File: src/rtl/seq_det_event_logger_pkg.sv
// Shared constants for the 10X0 sequence-detector event logger and the
// detector bench that drives it.
package seq_det_pkg;

    // Default geometry of the logger.
    localparam int DEF_DEPTH = 4;   // timestamp FIFO entries (power of 2, 2..16)
    localparam int DEF_TS_W  = 8;   // timestamp width
    localparam int DEF_CNT_W = 8;   // saturating event counter width

    // FIFO pointer width: one extra bit beyond the address so that full
    // and empty can be told apart when the address bits are equal.
    function automatic int fifo_ptr_w(input int depth);
        return $clog2(depth) + 1;
    endfunction

endpackage

File: src/rtl/seq_det_event_logger_if.sv
// Read-side handshake of the event logger: the logger (master) presents the
// oldest timestamp, the consumer (slave) accepts it with rd_ready.
interface seq_det_event_logger_if
    import seq_det_pkg::*;
#(
    parameter int TS_W = DEF_TS_W
);
    logic            rd_valid;
    logic            rd_ready;
    logic [TS_W-1:0] rd_data;

    modport master (
        output rd_valid,
        output rd_data,
        input  rd_ready
    );

    modport slave (
        input  rd_valid,
        input  rd_data,
        output rd_ready
    );
endinterface

File: src/rtl/seq_det_event_logger_ts_fifo.sv
// Synchronous timestamp FIFO with a registered head output. A write becomes
// visible on dout one cycle later; dout holds its value while the FIFO is
// empty. A push into a full FIFO is accepted only when a pop frees a slot
// in the same cycle.
module ts_fifo
    import seq_det_pkg::*;
#(
    parameter int DEPTH = DEF_DEPTH,
    parameter int W     = DEF_TS_W
) (
    input  logic         clk,
    input  logic         rst,
    input  logic         flush,
    input  logic         push,
    input  logic         pop,
    input  logic [W-1:0] din,
    output logic         full,
    output logic         empty,
    output logic [W-1:0] dout
);
    localparam int PW = fifo_ptr_w(DEPTH);
    localparam int AW = PW - 1;

    logic [W-1:0]  mem [DEPTH];
    logic [PW-1:0] wr_ptr_reg, rd_ptr_reg;
    logic [PW-1:0] wr_ptr_next, rd_ptr_next;
    logic [W-1:0]  dout_reg, dout_next;
    logic          push_ok, pop_ok;

    assign empty = (wr_ptr_reg == rd_ptr_reg);
    assign full  = (wr_ptr_reg[AW] != rd_ptr_reg[AW]) &&
                   (wr_ptr_reg[AW-1:0] == rd_ptr_reg[AW-1:0]);

    // A flush discards any push or pop requested in the same cycle.
    assign pop_ok  = pop && !empty && !flush;
    assign push_ok = push && !flush && (!full || pop_ok);

    // Next pointers and the value the head register should show next cycle.
    always_comb begin
        wr_ptr_next = wr_ptr_reg + PW'(push_ok);
        rd_ptr_next = rd_ptr_reg + PW'(pop_ok);
        dout_next   = dout_reg;
        if (!flush && (wr_ptr_next != rd_ptr_next)) begin
            // The new head may be the slot being written right now.
            if (push_ok && (rd_ptr_next == wr_ptr_reg))
                dout_next = din;
            else
                dout_next = mem[rd_ptr_next[AW-1:0]];
        end
    end

    // Storage array; no reset so it can map onto RAM.
    always_ff @(posedge clk) begin
        if (push_ok)
            mem[wr_ptr_reg[AW-1:0]] <= din;
    end

    // Pointer and head-register state.
    always_ff @(posedge clk) begin
        if (rst) begin
            wr_ptr_reg <= '0;
            rd_ptr_reg <= '0;
            dout_reg   <= '0;
        end else if (flush) begin
            wr_ptr_reg <= '0;
            rd_ptr_reg <= '0;
            dout_reg   <= dout_reg;
        end else begin
            wr_ptr_reg <= wr_ptr_next;
            rd_ptr_reg <= rd_ptr_next;
            dout_reg   <= dout_next;
        end
    end

    assign dout = dout_reg;
endmodule

File: src/rtl/seq_det_event_logger.sv
// Event logger for a Moore 10X0 sequence detector: counts rising edges of
// the detector output, timestamps each one into a small FIFO, and flags
// detections lost because the FIFO was full.
module seq_det_event_logger
    import seq_det_pkg::*;
#(
    parameter int DEPTH = DEF_DEPTH,
    parameter int TS_W  = DEF_TS_W,
    parameter int CNT_W = DEF_CNT_W
) (
    input  logic                    clk,
    input  logic                    rst,
    input  logic                    det_in,
    input  logic                    clr,
    seq_det_event_logger_if.master  bus,
    output logic [CNT_W-1:0]        evt_count,
    output logic                    overflow
);
    logic              det_q_reg;
    logic [TS_W-1:0]   ts_reg;
    logic [CNT_W-1:0]  cnt_reg, cnt_next;
    logic              ovf_reg, ovf_next;
    logic              evt, pop, fifo_full, fifo_empty;
    logic [TS_W-1:0]   fifo_dout;

    // A held-high detector output is one detection.
    assign evt = det_in && !det_q_reg;
    assign pop = !fifo_empty && bus.rd_ready && !clr;

    ts_fifo #(
        .DEPTH (DEPTH),
        .W     (TS_W)
    ) u_ts_fifo (
        .clk   (clk),
        .rst   (rst),
        .flush (clr),
        .push  (evt),
        .pop   (pop),
        .din   (ts_reg),
        .full  (fifo_full),
        .empty (fifo_empty),
        .dout  (fifo_dout)
    );

    // Saturating counter and sticky overflow update.
    always_comb begin
        cnt_next = cnt_reg;
        ovf_next = ovf_reg;
        if (clr) begin
            cnt_next = '0;
            ovf_next = 1'b0;
        end else if (evt) begin
            if (cnt_reg != '1)
                cnt_next = cnt_reg + CNT_W'(1);
            if (fifo_full && !pop)
                ovf_next = 1'b1;
        end
    end

    // Edge register, free-running timestamp, counter and overflow flag.
    always_ff @(posedge clk) begin
        if (rst) begin
            det_q_reg <= 1'b0;
            ts_reg    <= '0;
            cnt_reg   <= '0;
            ovf_reg   <= 1'b0;
        end else begin
            det_q_reg <= det_in;
            ts_reg    <= clr ? '0 : ts_reg + TS_W'(1);
            cnt_reg   <= cnt_next;
            ovf_reg   <= ovf_next;
        end
    end

    assign bus.rd_valid = !fifo_empty;
    assign bus.rd_data  = fifo_dout;
    assign evt_count    = cnt_reg;
    assign overflow     = ovf_reg;
endmodule

File: src/flat_wrapper.sv
// flat-port wrapper written by rule: the top's interface ports become plain ports
module seq_det_event_logger_flat import seq_det_pkg::*;
#(
    parameter int DEPTH = DEF_DEPTH,
    parameter int TS_W  = DEF_TS_W,
    parameter int CNT_W = DEF_CNT_W
)
  (clk, rst, det_in, clr, evt_count, overflow, bus_rd_valid, bus_rd_data, bus_rd_ready);
  seq_det_event_logger_if #(.TS_W(TS_W)) bus_i ();
  input  logic clk;
  input  logic rst;
  input  logic det_in;
  input  logic clr;
  output logic [CNT_W-1:0] evt_count;
  output logic overflow;
  output wire logic [$bits(bus_i.rd_valid)-1:0] bus_rd_valid;
  output wire logic [$bits(bus_i.rd_data)-1:0] bus_rd_data;
  input wire logic [$bits(bus_i.rd_ready)-1:0] bus_rd_ready;
  assign bus_rd_valid = bus_i.rd_valid;
  assign bus_rd_data = bus_i.rd_data;
  assign bus_i.rd_ready = bus_rd_ready;
  seq_det_event_logger #(.DEPTH(DEPTH), .TS_W(TS_W), .CNT_W(CNT_W)) u_core (.clk(clk), .rst(rst), .det_in(det_in), .clr(clr), .bus(bus_i), .evt_count(evt_count), .overflow(overflow));
endmodule
File: config.mk
export PLATFORM = sky130hd
export DESIGN_NAME = seq_det_event_logger_flat
export DESIGN_NICKNAME = d
export VERILOG_FILES = /design/src/rtl/seq_det_event_logger_pkg.sv /design/src/rtl/seq_det_event_logger_if.sv /design/src/rtl/seq_det_event_logger_ts_fifo.sv /design/src/rtl/seq_det_event_logger.sv /design/src/flat_wrapper.sv
export SDC_FILE = /design/constraint.sdc
export NUM_CORES = 1
export LEC_CHECK = 0
export CELL_PAD_IN_SITES_DETAIL_PLACEMENT = 0
export CELL_PAD_IN_SITES_GLOBAL_PLACEMENT = 2
export CORE_AREA = 2 2 83 85
export CTS_BUF_LIST = sky130_fd_sc_hd__clkbuf_8
export CTS_CLUSTER_SIZE = 12
export DETAILED_ROUTE_END_ITERATION = 12
export DIE_AREA = 0 0 85 87
export HOLD_SLACK_MARGIN = 0.08
export PLACE_DENSITY_LB_ADDON = 0.15
export SLEW_MARGIN = 20
export SYNTH_ARGS = -nofsm -noshare
export SYNTH_HDL_FRONTEND = slang
export SYNTH_HIERARCHICAL = 1
export SYNTH_SLANG_ARGS = --single-unit
File: constraint.sdc
create_clock -name clk -period 5.9 [get_ports clk]
set_clock_uncertainty 0.15 [all_clocks]
set_input_delay 0.885 -clock clk [delete_from_list [all_inputs] [get_ports clk]]
set_output_delay 0.885 -clock clk [all_outputs]
set_load 0.02 [all_outputs]
==> results.sh <==
export IMPL_finalSetupViolCount=0
export IMPL_yosysTopAreaCellShare_pct=33.8
export IMPL_hpwl_mm=3.68
export IMPL_synth_top_family_by_area="simple AND/OR/NAND/NOR gates"
export IMPL_grt_usage_pct=15.8
export IMPL_clockRootBuffer="clkbuf_8"
export IMPL_viasPerCell=5.50
export IMPL_cp_start_kind="input port"
export IMPL_min_period_over_period_pct=71.7
export IMPL_path_class="input port to flip-flop"
export IMPL_cts_buffers=9
export IMPL_drt_iter0_markers=151
export IMPL_synth_seq_cells=64
export IMPL_area_growth_pct=16.8
export IMPL_yosysWarningCount=6
export IMPL_vias=1825
export IMPL_grt_max_degree=18
export IMPL_hold_viol_final=0
export IMPL_maxSlewHeadroom_pct=46.4
export IMPL_rsz0062_at_grt="false"
export IMPL_worst_slew_pin_slew_ns=0.801
export IMPL_max_clock_freq_mhz=237
export IMPL_critical_path_peak_fanout=16
export IMPL_antenna_cells=0
export IMPL_core_area_sq_um=6570
export IMPL_cts_hold_buf=0
export IMPL_cts_num_sinks=64
export IMPL_min_period_ns=4.23
export IMPL_post_cts_setup_buffers=0
export IMPL_grt_pass1_wl_mm=8.63
export IMPL_synth_cell_types=46
export IMPL_synthArstFlopShare_pct=0
export IMPL_gr_total_overflow=0
export IMPL_synth_xor_xnor_area_share_pct=6.70
export IMPL_antenna_left=0
export IMPL_finalWeightedCongestion=0.753
export IMPL_drt_total_wl_mm=5.49
export IMPL_syn_area_sq_um=2840
export IMPL_ir_worst_vdd_uv=201
export IMPL_clkTransAtPathRegs_ns=0.07
export IMPL_layout_drive_gt1_share_pct=12.7
export IMPL_dieArea_sq_um=7400
export IMPL_syn_avg_cell_area_sq_um=12.8
export IMPL_mostFrequentLayoutCells="dfxtp_1 (32), edfxtp_1 (32), clkdlybuf4s50_1 (22)"
export IMPL_synth_ff_type="edfxtp_1"
export IMPL_firstDrtPassIters=4
export IMPL_largest_reg_flops=32
export IMPL_maxCapViolCount=0
export IMPL_worstSetupEndpointType="flip-flop"
export IMPL_finalMaxSlewViolations=0
export IMPL_clockBufferDepth=2
export IMPL_hold_class="flip-flop to flip-flop"
export IMPL_synth_compound_area_share_pct=10.7
export IMPL_grt_antenna_before_repair=0
export IMPL_pin_count=23
export IMPL_tns_ns=0
export IMPL_power_density_nw_per_um2=269
export IMPL_worstPathRequired_ns=5.98
export IMPL_p_total_mw=0.891
export IMPL_start_util_pct=43.2
export IMPL_yosys_area_top_type="edfxtp_1"
export IMPL_drc=0
export IMPL_htree_levels=3
export IMPL_yosys_area_share_simple_pct=13.6
export IMPL_die_x_microns=85
export IMPL_synth_area_top_cells="edfxtp_1 (34%), dfxtp_1 (23%), mux4_2 (6.3%), a221oi_1 (4.9%), xor2_1 (3.7%)"
export IMPL_synth_edf_count=32
export IMPL_synthCells=221
export IMPL_p_leak_nw=1.19
export IMPL_syn_nets=232
export IMPL_io_buffers=22
export IMPL_clock_latency_ns=0.33
export IMPL_cts_tree="done"
export IMPL_wl_per_cell_microns=16.5
export IMPL_fin_nets=258
export IMPL_synth_fa_ha_area_share_pct=2.64
export IMPL_die_h_microns=87
export IMPL_cts_resized=0
export IMPL_status="completed"
export IMPL_ys_seq_area_share_pct=56.4
export IMPL_grt_pass1_vias=1670
export IMPL_crit_arrival_ns=4.30
export IMPL_rows=30
export IMPL_synthMuxAreaShare_pct=6.70
-- cell usage after synthesis (2+ instances only) --
cell / count
and2_1: 5
nand3_1: 3
nor3_1: 5
and3_1: 4
o21ai_0: 9
a221oi_1: 16
xor2_1: 12
edfxtp_1: 32
nor2b_1: 3
or3_1: 2
nor3b_1: 3
ha_1: 6
xnor2_1: 5
clkbuf_1: 4
dfxtp_1: 32
nor4b_1: 8
a21oi_1: 4
o21ai_1: 2
inv_1: 12
nor2_1: 17
mux4_2: 8
nand2_1: 5
-- cell type report --
class,count,area (sq um)
multi-input cells,136,1150
inverters,13,48.8
well taps,80,100
clock inverters,6,53.8
flip-flops and latches,64,1600
fillers,577,3250
clock buffers,10,138
repair buffers,23,228
-- through the flow --
| stage | hold slack [ns] | setup WS (ns) | instance area (sq um) | cells | utilization [%] |
|---|---|---|---|---|---|
| 2_1_floorplan | 0.318 | 2.50 | 2840 | 221 | - |
| 3_3_place_gp | 0.310 | 1.43 | 3120 | 316 | 47.6 |
| 3_5_place_dp | 0.312 | 1.38 | 3120 | 316 | 47.6 |
| 4_1_cts | 0.322 | 1.73 | 3320 | 332 | 50.5 |
| 5_1_grt | 0.342 | 1.42 | 3320 | 332 | 50.5 |
| 6_report | 0.319 | 1.67 | 3320 | 332 | 50.5 |
-- per-layer routing --
metal  vias to the layer above  global-route usage [%]  share of wire [%]
met3                         4                    4.55                3.5
met1                       895                    22.6                 51
li1                        889                       -                  -
met2                        37                    22.3                 44
met5                         -                       0                  0
met4                         0                    6.93               0.84
-- where the power goes --
part           leakage (nW)  switching, mW  internal, mW
sequential            0.551        0.00529         0.471
combinational         0.534         0.0286        0.0228
clock                 0.106          0.162         0.201
total                  1.19          0.196         0.696
-- path summary, 6_finish.rpt --
kind                             startpoint  cells past startpoint                        to  slack [ns]
max reg2reg  u_core/u_ts_fifo/rd_ptr_reg[2]                     13  u_core/u_ts_fifo/dout[4]        1.93
min                u_core/u_ts_fifo/dout[0]                      2  u_core/u_ts_fifo/dout[0]        0.32
min reg2reg        u_core/u_ts_fifo/dout[0]                      2  u_core/u_ts_fifo/dout[0]        0.32
max                                     clr                     12  u_core/u_ts_fifo/dout[4]        1.67
-- critical path, cell delays in order --
cell             delay, ns
clkdlybuf4s50_1       0.83
nor2_1                0.08
nand2_1               0.10
inv_1                 0.07
o41ai_4               0.60
inv_2                 0.21
ha_1                  0.25
ha_1                  0.29
xor2_1                0.15
nor2_2                0.33
a221oi_1              0.18
a221oi_1              0.32
-- cells by family after synthesis --
family | after synthesis
buf+inv | 21
simple gates | 63
flops | 64
xor+xnor | 19
fa+ha+maj | 6
compound gates | 39
mux | 9
No activity file was read; power rests on OpenSTA's default activity.
